$ cat src/rtl/spi_helpers_multi_sync_filter_pkg.sv
// Shared constants for the multi-channel SPI input synchronizer/filter.
package spi_helpers_multi_sync_filter_pkg;

    // Fewer than two flops does not give metastability time to resolve.
    localparam int SPI_MIN_SYNC_STAGES = 2;

endpackage

$ cat src/rtl/spi_helpers_multi_sync_filter_if.sv
// Pad-side inputs, filter controls and filtered/edge outputs of the SPI input filter.
interface spi_helpers_multi_sync_filter_if #(
    parameter int N_CH   = 4,
    parameter int FILT_W = 3
);
    logic [N_CH-1:0]   in_;
    logic [N_CH-1:0]   filt_en;
    logic [FILT_W-1:0] filt_len;
    logic              glitch_clr;
    logic [N_CH-1:0]   out;
    logic [N_CH-1:0]   posedge_;
    logic [N_CH-1:0]   negedge_;
    logic              any_edge;
    logic [N_CH-1:0]   glitch;

    modport master (
        output in_, filt_en, filt_len, glitch_clr,
        input  out, posedge_, negedge_, any_edge, glitch
    );

    modport slave (
        input  in_, filt_en, filt_len, glitch_clr,
        output out, posedge_, negedge_, any_edge, glitch
    );
endinterface

$ cat src/rtl/spi_helpers_multi_sync_filter_ch.sv
// One channel: synchronizer chain, optional deglitch filter, edge detect, sticky glitch flag.
module spi_helpers_multi_sync_filter_ch #(
    parameter int   SYNC_STAGES = 2,
    parameter int   FILT_W      = 3,
    parameter logic RESET_VAL   = 1'b0
) (
    input  logic              clk,
    input  logic              reset,
    input  logic              in_i,
    input  logic              filt_en_i,
    input  logic [FILT_W-1:0] filt_len_i,
    input  logic              glitch_clr_i,
    output logic              out_o,
    output logic              posedge_o,
    output logic              negedge_o,
    output logic              glitch_o
);
    typedef logic [FILT_W-1:0] cnt_t;

    logic [SYNC_STAGES-1:0] sync_q, sync_d;
    logic                   filt_q, filt_d;
    logic                   prev_q, prev_d;
    cnt_t                   cnt_q, cnt_d;
    logic                   glitch_q, glitch_d;
    logic                   raw;

    always_comb begin
        raw      = sync_q[SYNC_STAGES-1];
        sync_d   = {sync_q[SYNC_STAGES-2:0], in_i};
        prev_d   = filt_q;
        filt_d   = filt_q;
        cnt_d    = '0;
        glitch_d = glitch_q;
        if (!filt_en_i) begin
            filt_d = raw;
        end else if (raw != filt_q) begin
            // >= rather than == so a lowered filt_len takes effect at once
            if (cnt_q >= filt_len_i) filt_d = raw;
            else                     cnt_d  = cnt_q + 1'b1;
        end
        // An abort in the same cycle as a clear wins, so no event is lost.
        if (filt_en_i && (cnt_q != '0) && (raw == filt_q)) glitch_d = 1'b1;
        else if (glitch_clr_i)                             glitch_d = 1'b0;
    end

    always_ff @(posedge clk) begin
        if (reset) begin
            sync_q   <= {SYNC_STAGES{RESET_VAL}};
            filt_q   <= RESET_VAL;
            prev_q   <= RESET_VAL;
            cnt_q    <= '0;
            glitch_q <= 1'b0;
        end else begin
            sync_q   <= sync_d;
            filt_q   <= filt_d;
            prev_q   <= prev_d;
            cnt_q    <= cnt_d;
            glitch_q <= glitch_d;
        end
    end

    assign out_o     = filt_q;
    assign posedge_o = filt_q & ~prev_q;
    assign negedge_o = ~filt_q & prev_q;
    assign glitch_o  = glitch_q;
endmodule

$ cat src/rtl/spi_helpers_multi_sync_filter.sv
// N-channel SPI pad synchronizer with runtime deglitch filter and edge/glitch reporting.
module spi_helpers_multi_sync_filter
    import spi_helpers_multi_sync_filter_pkg::*;
#(
    parameter int              N_CH        = 4,
    parameter int              SYNC_STAGES = 2,
    parameter int              FILT_W      = 3,
    parameter logic [N_CH-1:0] RESET_VALUE = '0
) (
    input logic                           clk,
    input logic                           reset,
    spi_helpers_multi_sync_filter_if.slave bus
);
    logic [N_CH-1:0] out_w, pos_w, neg_w, glitch_w;

    if (SYNC_STAGES < SPI_MIN_SYNC_STAGES) begin : g_bad_sync_stages
        $error("SYNC_STAGES=%0d is below the minimum of %0d", SYNC_STAGES, SPI_MIN_SYNC_STAGES);
    end

    for (genvar i = 0; i < N_CH; i++) begin : g_ch
        spi_helpers_multi_sync_filter_ch #(
            .SYNC_STAGES (SYNC_STAGES),
            .FILT_W      (FILT_W),
            .RESET_VAL   (RESET_VALUE[i])
        ) u_ch (
            .clk          (clk),
            .reset        (reset),
            .in_i         (bus.in_[i]),
            .filt_en_i    (bus.filt_en[i]),
            .filt_len_i   (bus.filt_len),
            .glitch_clr_i (bus.glitch_clr),
            .out_o        (out_w[i]),
            .posedge_o    (pos_w[i]),
            .negedge_o    (neg_w[i]),
            .glitch_o     (glitch_w[i])
        );
    end

    assign bus.out      = out_w;
    assign bus.posedge_ = pos_w;
    assign bus.negedge_ = neg_w;
    assign bus.glitch   = glitch_w;
    assign bus.any_edge = |(pos_w | neg_w);
endmodule

$ cat src/flat_wrapper.sv
// flat-port wrapper written by rule: the top's interface ports become plain ports
module spi_helpers_multi_sync_filter_flat import spi_helpers_multi_sync_filter_pkg::*;
#(
    parameter int              N_CH        = 4,
    parameter int              SYNC_STAGES = 2,
    parameter int              FILT_W      = 3,
    parameter logic [N_CH-1:0] RESET_VALUE = '0
)
  (clk, reset, bus_in_, bus_filt_en, bus_filt_len, bus_glitch_clr, bus_out, bus_posedge_, bus_negedge_, bus_any_edge, bus_glitch);
  spi_helpers_multi_sync_filter_if #(.N_CH(N_CH), .FILT_W(FILT_W)) bus_i ();
  input logic clk;
  input logic reset;
  input wire logic [$bits(bus_i.in_)-1:0] bus_in_;
  input wire logic [$bits(bus_i.filt_en)-1:0] bus_filt_en;
  input wire logic [$bits(bus_i.filt_len)-1:0] bus_filt_len;
  input wire logic [$bits(bus_i.glitch_clr)-1:0] bus_glitch_clr;
  output wire logic [$bits(bus_i.out)-1:0] bus_out;
  output wire logic [$bits(bus_i.posedge_)-1:0] bus_posedge_;
  output wire logic [$bits(bus_i.negedge_)-1:0] bus_negedge_;
  output wire logic [$bits(bus_i.any_edge)-1:0] bus_any_edge;
  output wire logic [$bits(bus_i.glitch)-1:0] bus_glitch;
  assign bus_i.in_ = bus_in_;
  assign bus_i.filt_en = bus_filt_en;
  assign bus_i.filt_len = bus_filt_len;
  assign bus_i.glitch_clr = bus_glitch_clr;
  assign bus_out = bus_i.out;
  assign bus_posedge_ = bus_i.posedge_;
  assign bus_negedge_ = bus_i.negedge_;
  assign bus_any_edge = bus_i.any_edge;
  assign bus_glitch = bus_i.glitch;
  spi_helpers_multi_sync_filter #(.N_CH(N_CH), .SYNC_STAGES(SYNC_STAGES), .FILT_W(FILT_W), .RESET_VALUE(RESET_VALUE)) u_core (.clk(clk), .reset(reset), .bus(bus_i));
endmodule
$ cat config.mk
export PLATFORM = sky130hd
export DESIGN_NAME = spi_helpers_multi_sync_filter_flat
export DESIGN_NICKNAME = d
export VERILOG_FILES = /design/src/rtl/spi_helpers_multi_sync_filter_pkg.sv /design/src/rtl/spi_helpers_multi_sync_filter_if.sv /design/src/rtl/spi_helpers_multi_sync_filter_ch.sv /design/src/rtl/spi_helpers_multi_sync_filter.sv /design/src/flat_wrapper.sv
export SDC_FILE = /design/constraint.sdc
export NUM_CORES = 1
export LEC_CHECK = 0
export ABC_CLOCK_PERIOD_IN_PS = 1500
export CAP_MARGIN = 20
export CORE_MARGIN = 4
export CORE_UTILIZATION = 40
export DETAILED_ROUTE_END_ITERATION = 16
export GPL_TIMING_DRIVEN = 1
export HOLD_SLACK_MARGIN = 0.15
export PLACE_DENSITY_LB_ADDON = 0.1
export SYNTH_ARGS = -nofsm -noshare
export SYNTH_HDL_FRONTEND = slang
export SYNTH_HIERARCHICAL = 1
export SYNTH_SLANG_ARGS = --single-unit
$ cat constraint.sdc
create_clock -name clk -period 1.5 [get_ports clk]
set_clock_uncertainty 0.2 [all_clocks]
set_input_delay 0.15 -clock clk [delete_from_list [all_inputs] [get_ports clk]]
set_output_delay 0.15 -clock clk [all_outputs]
set_load 0.02 [all_outputs]
==> out/qor.txt <==
Power share of the clock group: 36.5%
Outcome: complete, but fails checks
Via count: 1334
Comb power frac: 18.0%
Grt total ovfl: 0
Max Cap Viol: 0
Fmax: 628 MHz
Post-Syn Area: 1650 um2
Crit-path max cell delay: 0.32 ns
CP Cell Sequence: nor2b_1 -> nor4_1 -> nand2_1 -> buf_6
Failing checks: negative setup slack
Pleak: 1.17 nW
Post-Route WL: 3.86 mm
DP HPWL: 2.75 mm
WL per Instance: 13.7 um
Setup crit end kind: output pin
Initial antenna violation count: 0
Fin nets: 265
# hold bufs at CTS: 0
Pin count of the biggest net entering global routing: 24
DRT iter0 DRCs: 24
CTS sink count: 32
Met3 WL: 180 um
Final Cycle Share: 106%
Syn avg cell area: 10.7 um2
Top Ports: 31
Hold Vio Cnt, Final: 0
VDD IR max: 0.473 mV
All-layer global routing usage: 15.7%
Worst path bufs/invs: 1
TritonCTS clock tree: done
Share of layout cells above drive strength 1: 51.9%
First-pass GRT wire length: 6.28 mm
Syn_nets: 189
IO Port Bufs: 30
Worst slew pin tran: 0.421 ns
Initial Utilization: 41.3%
Die X-Extent: 72.3 um
Tot Pwr: 1.93 mW
M1 wire length: 1.66 mm
Chip height: 72.3 um
CP required: 1.15 ns
Critical path launch point type: flop
Worst path arrival time: 1.24 ns
Largest delay share family, worst path: simple AND/OR/NAND/NOR gates
Worst skew pair latency: 0.28 ns
Sequential fraction of design power: 45.6%
Synth top area share: 38.8%
Crit path kind: reg2out
Seq cells post-synth: 32
Leading area contributor after synthesis: dfxtp_1
CTS Buf Count: 5
Highest Signal Layer: met4
TritonRoute pass-1 iters: 3
PD cells: 704 nW/um2
Tmin final: 1.59 ns
Sw frac: 24.3%
Yosys warns: 6
Max Slew Vio Count: 0
Worst-path clk slew: 0.06 ns
Met2 wire length: 1.96 mm
CTS max path bufs: 2
Syn-to-layout area delta: 66.1%
Seq/Total Area, Yosys: 38.8%
Total core area: 4000 um2
Worst setup margin: -0.0929 ns
Vias in the first global route: 1419
Crit path max fanout: 2
Vias/cell: 4.75
H-tree lvl count: 2
Die area: 5220 um2
Top cells by area, synth: dfxtp_1 (39%), ha_1 (15%), nor2b_1 (9.1%)
Antenna cell count: 0
Number of cell rows: 23
Final core occ: 68.6%
Post-Syn Instances: 155
Slew headroom: 71.8%
Root Driver: clkbuf_8
Setup violators final: 9
Final ANT Viol Nets: 0
Min-Delay Path Class: in2reg
Pint: 1.46 mW
CP max-delay cell: dfxtp_2
Synth cell types: 14
Sw Pwr: 0.470 mW
RSZ-0062 raised after global routing: true
Final estimated routing congestion in global placement: 0.851
DRC viols: 0
-- area by class of cell --
cell class | instances | area (um2)
Fill cell | 295 | 1250
Multi-Input combinational cell | 99 | 1230
Sequential cell | 32 | 662
Timing Repair Buffer | 69 | 607
Clock buffer | 7 | 96.3
Inverter | 24 | 90.1
Tap cell | 50 | 62.6
-- worst paths after layout --
check / from / slack (ns) / endpoint / cells past startpoint
worst max-delay path: u_core/g_ch[0].u_ch/prev_q$_SDFF_PP0_ / -0.09 / bus_any_edge / 4
worst min-delay path: bus_in_[3] / 0.23 / u_core/g_ch[3].u_ch/sync_q[0]$_SDFF_PP0_ / 2
worst max register to register: u_core/g_ch[3].u_ch/cnt_q[0]$_SDFF_PP0_ / -0.09 / u_core/g_ch[3].u_ch/out_o$_SDFFE_PP0P_ / 5
worst min register to register: u_core/g_ch[2].u_ch/sync_q[0]$_SDFF_PP0_ / 0.24 / u_core/g_ch[2].u_ch/sync_q[1]$_SDFF_PP0_ / 1
-- state kept, by name, indices dropped and copies added (netlist names) --
| name | count |
|---|---|
| u_core/g_ch.u_ch/cnt_q | 12 |
| u_core/g_ch.u_ch/glitch_o | 4 |
| u_core/g_ch.u_ch/out_o | 4 |
| u_core/g_ch.u_ch/prev_q | 4 |
| u_core/g_ch.u_ch/sync_q | 8 |
-- layout by cell type (no fill, tap or decap), types with 5 or more instances in the layout --
master,instances
nor2b_4,7
nand2_1,5
ha_4,11
inv_1,20
nor2b_1,18
ha_1,9
dfxtp_2,17
clkbuf_8,7
dfxtp_1,15
dlygate4sd2_1,11
buf_4,32
buf_6,6
xnor2_1,7
clkdlybuf4s50_1,10
-- Yosys cell counts --
cell and count:
a32oi_1 4, dfxtp_1 32, ha_1 20, inv_1 24
mux2_4 4, nand2_1 9, nand2b_1 4, nor2_1 4
nor2b_1 24, nor2b_4 4, nor4_1 10, nor4b_2 4
o2111ai_4 4, xnor2_1 8
-- per-layer routing --
metal  up-vias  track usage, %
li1        669               -
met1       629            18.2
met2        30            26.6
met3         6            4.57
met4         0            6.89
met5         -               0
-- through the flow --
step | instances | setup slack, ns | hold slack, ns | setup TNS [ns] | instance area (um2)
floorplan | 155 | -0.0297 | 0.0212 | -0.119 | 1720
finish | 281 | -0.0929 | 0.230 | -0.564 | 2750
CTS | 278 | -0.140 | 0.220 | -0.652 | 2610
global route | 281 | -0.144 | 0.223 | -1.33 | 2750
global placement | 271 | -0.522 | 0.215 | -7.57 | 2370
detailed placement | 271 | -0.587 | 0.227 | -8.67 | 2370
-- logic make-up after synthesis --
family                     count (synthesis)  share of synthesized area, %
DFF                                       32                          38.8
adders and majority gates                 20                          15.1
and+or+nand+nor                           59                          24.3
muxes                                      4                          3.63
xor gates and xnor gates                   8                          4.24
AOI/OAI and AO/OA                          8                          8.48
buffers and inverters                     24                          5.45
-- power groups by stage --
stage | Sequential [mW] | Clock, mW | Combinational, mW
final | 0.880 | 0.705 | 0.347
after global routing | 0.881 | 0.770 | 0.374
after CTS | 0.878 | 0.736 | 0.317
after detailed placement | 0.897 | 0 | 0.300
after floorplan | 0.902 | 0 | 0.134
after global placement | 0.897 | 0 | 0.291
-- timing repair --
action | 4_1_cts | 5_1_grt
resized for setup | 56 | 35
setup buffers | 0 | 3
pin swaps | 6 | 13
cloned | 0 | 0
setup endpoints to repair | 33 | 29
(Power assumes the default switching activity.)
==> variant 1 (config.mk and constraints unchanged) <==
`SYNC_STAGES` is set to 2 in 3 places; all go to 4.
--- a/src/rtl/spi_helpers_multi_sync_filter_ch.sv
+++ b/src/rtl/spi_helpers_multi_sync_filter_ch.sv
@@ -1,6 +1,6 @@
 // One channel: synchronizer chain, optional deglitch filter, edge detect, sticky glitch flag.
 module spi_helpers_multi_sync_filter_ch #(
-    parameter int   SYNC_STAGES = 2,
+    parameter int   SYNC_STAGES = 4,
     parameter int   FILT_W      = 3,
     parameter logic RESET_VAL   = 1'b0
 ) (
--- a/src/rtl/spi_helpers_multi_sync_filter.sv
+++ b/src/rtl/spi_helpers_multi_sync_filter.sv
@@ -3,7 +3,7 @@
     import spi_helpers_multi_sync_filter_pkg::*;
 #(
     parameter int              N_CH        = 4,
-    parameter int              SYNC_STAGES = 2,
+    parameter int              SYNC_STAGES = 4,
     parameter int              FILT_W      = 3,
     parameter logic [N_CH-1:0] RESET_VALUE = '0
 ) (
--- a/src/flat_wrapper.sv
+++ b/src/flat_wrapper.sv
@@ -2,7 +2,7 @@
 module spi_helpers_multi_sync_filter_flat import spi_helpers_multi_sync_filter_pkg::*;
 #(
     parameter int              N_CH        = 4,
-    parameter int              SYNC_STAGES = 2,
+    parameter int              SYNC_STAGES = 4,
     parameter int              FILT_W      = 3,
     parameter logic [N_CH-1:0] RESET_VALUE = '0
 )
Function: changed (a bounded check fails within 4 cycles, from zero or initial values and one cycle with reset high).
==> variant 1 against the original RTL <==
  * The run still ends with setup timing left
  * Routed wire length up 12%
  * Synthesized area up 16%
  * Worst hold slack better by 21 ps
  * Final cell count up 5.7%
  * Die area up 14%
  * Sequential cell count up 8
  * Via count up 7.6%
  * Final area up 9.7%
  * Fmax down 11%
  * Setup slack worse by 210 ps
  * Core utilization down 1.8 points
  * Power up 18%
  * Synthesized cell count up 13%
  * Global-route usage down 1.0 points
==> variant 1: results (changes against the original RTL) <==
| Metric | Value |
|---|---|
| All-Layer GR Usage | 14.6% (was 15.7%) |
| Post-Synth Adder-Cell Area | 13.0% (was 15.1%) |
| Compound-cell area share of the yosys netlist | 7.31% (was 8.48%) |
| Synth top area cells | dfxtp_1, ha_1, and2b_2, o2111ai_4, inv_1 (was dfxtp_1, ha_1, nor2b_1, o2111ai_4, inv_1) |
| Vias | 1435 (was 1334) |
| CTS H-tree depth | 2 (unchanged) |
| Post-Place Worst Slack | -550 ps (was -587 ps) |
| Top Registers | u_core/g_ch.u_ch/sync_q x16, u_core/g_ch.u_ch/cnt_q x12 (was u_core/g_ch.u_ch/cnt_q x12, u_core/g_ch.u_ch/sync_q x8) |
| Largest net degree at the start of global routing | 13 (was 24) |
| Min setup slack post-route | -299 ps (was -92.9 ps) |
| Syn avg cell area | 11.0 sq um (was 10.7 sq um) |
| Worst VDD drop | 0.000517 V (was 0.000473 V) |
| Synth cell types | 17 (was 14) |
| Sequential fraction of the synthesis area | 41.7% (was 38.8%) |
| Syn nets | 209 (was 189) |
| Synth Area in XOR/XNOR | 3.65% (was 4.24%) |
| Failing checks | setup timing (unchanged) |
| CTS Buf Count | 5 (unchanged) |
| WL final | 4330 um (was 3860 um) |
| Lkg Pwr | 1.35 nW (was 1.17 nW) |
| Multiplexer area fraction after synthesis | 2.35% (was 3.63%) |
| Type of the most critical hold path | flip-flop to flip-flop (was input port to flip-flop) |
| First-pass DRT Iterations | 4 (was 3) |
| Worst EP arrival | 1450 ps (was 1240 ps) |
| Final cell count without fillers | 297 (was 281) |
| Setup Total Neg Slack | -797 ps (was -564 ps) |
| HPWL Detailed | 3030 um (was 2750 um) |
| First-pass GRT wire length | 6980 um (was 6280 um) |
| Syn. warnings | 6 (unchanged) |
| GPL Wtd Cong | 0.809 (was 0.851) |
| Clock slew at reported path FFs | 80 ps (was 60 ps) |
| Status | finished with violations (unchanged) |
| Final setup fails | 9 (unchanged) |
| Sw Ratio | 21.1% (was 24.3%) |
| Share of cells above drive strength 1 | 58.8% (was 51.9%) |
| Vias in the first global route | 1599 (was 1419) |
| Placed insts | 282 (was 271) |
[variant 1: critical path, stage by stage, from the launching register on]
cell and delay (ps):
dfxtp_2 330, and2b_1 210, nor4_4 280, buf_4 150, nand2_2 50, buf_6 140
[variant 1: what timing repair did]
| item | in CTS | in global routing |
|---|---|---|
| resized for setup | 80 | 27 |
| pin swaps | 10 | 8 |
| setup buffers | 6 | 2 |
| setup endpoints to repair | 33 | 25 |
[variant 1: per-layer routing]
| layer | GRT usage (%) | share of wire [%] | up-vias |
|---|---|---|---|
| li1 | - | - | 710 |
| met1 | 15.7 | 39 | 694 |
| met4 | 5.52 | 0.97 | 0 |
| met3 | 3.51 | 3.8 | 4 |
| met5 | 0 | 0 | - |
| met2 | 27.4 | 56 | 27 |
[variant 1: stage by stage]
| stage | total power, W | hold WS, ps | instance area [sq um] |
|---|---|---|---|
| 6_report | 0.00229 | 251 | 3010 |
| 5_1_grt | 0.00238 | 254 | 3010 |
| 4_1_cts | 0.00229 | 251 | 2880 |
| 3_5_place_dp | 0.00132 | 235 | 2550 |
| 3_3_place_gp | 0.00132 | 229 | 2550 |
| 2_1_floorplan | 0.00123 | 92.5 | 1990 |
[variant 1: area by class of cell]
type | instances | area [sq um]
sequential | 40 | 823
clock buffer | 7 | 96.3
fill | 339 | 1490
inverter | 24 | 90.1
timing repair buffer | 66 | 556
tap | 52 | 65.1
clock inverter | 1 | 30.0
multi-input combinational | 107 | 1350
[variant 1: cell families (layout without fill, tap and decap cells)]
| kind of cell | after synthesis | count (layout) |
|---|---|---|
| compound gates | 8 | 8 |
| xor+xnor | 8 | 8 |
| mux | 4 | 4 |
| simple gates | 67 | 67 |
| buf+inv | 28 | 98 |
| flops | 40 | 40 |
| fa+ha+maj | 20 | 20 |
[variant 1: final timing paths]
check,start,end,slack (ps),depth (start not counted)
max reg2reg,u_core/g_ch[1].u_ch/cnt_q[2],u_core/g_ch[1].u_ch/out_o,-110,4
min reg2reg,u_core/g_ch[1].u_ch/sync_q[0],u_core/g_ch[1].u_ch/sync_q[1],250,1
min,u_core/g_ch[1].u_ch/sync_q[0],u_core/g_ch[1].u_ch/sync_q[1],250,1
max,u_core/g_ch[2].u_ch/out_o,bus_any_edge,-300,5
[variant 1: power by group through the flow]
stage / Sequential [W] / Clock [W] / Combinational (W)
3_3_place_gp: 0.00111 / 0 / 0.000207
5_1_grt: 0.00108 / 0.00102 / 0.000281
2_1_floorplan: 0.00111 / 0 / 0.000121
6_report: 0.00108 / 0.000945 / 0.000259
3_5_place_dp: 0.00111 / 0 / 0.000214
4_1_cts: 0.00108 / 0.000970 / 0.000242
==> variant 2 (same settings) <==
Made on the original files. Reset style: asynchronous (`reset`), changed in one clocked block.
--- a/src/rtl/spi_helpers_multi_sync_filter_ch.sv
+++ b/src/rtl/spi_helpers_multi_sync_filter_ch.sv
@@ -43,7 +43,7 @@
         else if (glitch_clr_i)                             glitch_d = 1'b0;
     end
 
-    always_ff @(posedge clk) begin
+    always_ff @(posedge clk or posedge reset) begin
         if (reset) begin
             sync_q   <= {SYNC_STAGES{RESET_VAL}};
             filt_q   <= RESET_VAL;
Function: differs if reset is asserted again (counterexample within 4 cycles, from zero or initial values and one cycle with reset high); with reset held inactive, the same outputs for 10 cycles.
==> variant 2 against the original RTL <==
  * The run still ends with setup timing left
  * Synthesized area decreased by 3.3%
  * Non-clock buffer count increased by 4
  * Routed wire length rose by 1.7%
  * Fmax decreased by 13%
  * Critical path type unchanged
  * Setup slack got worse by 230 ps
  * Synthesized cell count shrank 2.6%
  * Sequential cell count did not move
  * Final area is 3.4% lower
  * Critical path depth increased by 1
  * Count of clock-buffer cells in the layout grew 1
Power is not compared: it rests on default switching activity, and its combinational part moved more than twofold at a synthesized area within 25%.
==> variant 2: results (changes against the original RTL) <==
| Metric | Value |
|---|---|
| Syn nets | 185 (was 189) |
| Worst reg2reg startpoint | u_core/g_ch[2].u_ch/cnt_q[2] (was u_core/g_ch[3].u_ch/cnt_q[0]) |
| Invs w/o clock | 32 (was 24) |
| All-Layer GR Usage | 15.8% (was 15.7%) |
| Synth Area in XOR/XNOR | 4.39% (was 4.24%) |
| Worst R2R Path Depth | 4 (was 5) |
| Vias | 1294 (was 1334) |
| Min-delay src | u_core/g_ch[1].u_ch/sync_q[0] (was bus_in_[3]) |
| Sequential fraction of the synthesis area | 50.1% (was 38.8%) |
| CP max stage delay | 370 ps (was 320 ps) |
| Pin slew with the least headroom to its limit | 477 ps (was 421 ps) |
| Hold-fix buffers, CTS | 5 (was 0) |
| Synth cell types | 15 (was 14) |
| Worst EP arrival | 1470 ps (was 1240 ps) |
| Reg-to-reg endpoint | u_core/g_ch[2].u_ch/out_o (was u_core/g_ch[3].u_ch/out_o) |
| Setup Total Neg Slack | -977 ps (was -564 ps) |
| Post-CTS Resized | 60 (was 56) |
| Largest net degree at the start of global routing | 10 (was 24) |
| Buffering overhead | 23.2% (was 22.1%) |
| Compound-cell area share of the yosys netlist | 6.89% (was 8.48%) |
| Min setup slack post-route | -324 ps (was -92.9 ps) |
| Hold EP | u_core/g_ch[1].u_ch/sync_q[1] (was u_core/g_ch[3].u_ch/sync_q[0]) |
| Non-clk bufs | 73 (was 69) |
| Post-Place Worst Slack | -547 ps (was -587 ps) |
| Worst hold stages | 0 (was 2) |
| Status | finished with violations (unchanged) |
| Clock buffer count in the final layout | 8 (was 7) |
| Post-synth ARST share | 100% (was 0%) |
| Synth cell count leaders | dfrtp_1, inv_1, ha_1, nor2_1, nand2_1 (was dfxtp_1, inv_1, nor2b_1, ha_1, nor4_1) |
| Sequential cell area share | 30.3% (was 24.1%) |
| HPWL Detailed | 2650 um (was 2750 um) |
| Multiplexer area fraction after synthesis | 2.82% (was 3.63%) |
| Placed insts | 257 (was 271) |
| First-pass DRT Iterations | 4 (was 3) |
| Post-Synth Adder-Cell Area | 15.7% (was 15.1%) |
| Yosys top cell area share | 50.1% (was 38.8%) |
| Share of cells above drive strength 1 | 39.7% (was 51.9%) |
| Multi-input gates | 87 (was 99) |
| Failing checks | setup timing (unchanged) |
| WL final | 3930 um (was 3860 um) |
| Setup crit start | u_core/g_ch[2].u_ch/prev_q (was u_core/g_ch[0].u_ch/prev_q) |
| Final setup fails | 7 (was 9) |
| Vias in the first global route | 1363 (was 1419) |
| Synth top area cells | dfrtp_1, ha_1, inv_1, and2b_1, nor2b_1 (was dfxtp_1, ha_1, nor2b_1, o2111ai_4, inv_1) |
| ClkCell Share | 3.40% (was 3.51%) |
| Iter 0 DRT Violations | 49 (was 24) |
## variant 2: routing by layer
| layer | vias to the layer above | GRT usage [%] | share of wire, % |
|---|---|---|---|
| met2 | 16 | 28.5 | 57 |
| met1 | 633 | 17.6 | 38 |
| met4 | 0 | 5.64 | 1.5 |
| met3 | 6 | 4.55 | 3.4 |
| li1 | 639 | - | - |
| met5 | - | 0 | 0 |
## variant 2: stage by stage
stage | instance area [sq um] | utilization, % | hold slack, ps
finish | 2650 | 70.3 | 154
global route | 2650 | 70.3 | 157
CTS | 2410 | 63.9 | 157
detailed placement | 2170 | 57.6 | 142
global placement | 2170 | 57.6 | 131
floorplan | 1600 | - | -234
## variant 2: power groups by stage
stage	sequential (W)	clock, W	combinational [W]
6_report	0.000988	0.000674	0.000780
5_1_grt	0.000997	0.000744	0.000848
2_1_floorplan	0.00103	0	0.000254
4_1_cts	0.000981	0.000698	0.000653
3_3_place_gp	0.000990	0	0.000594
3_5_place_dp	0.000996	0	0.000612
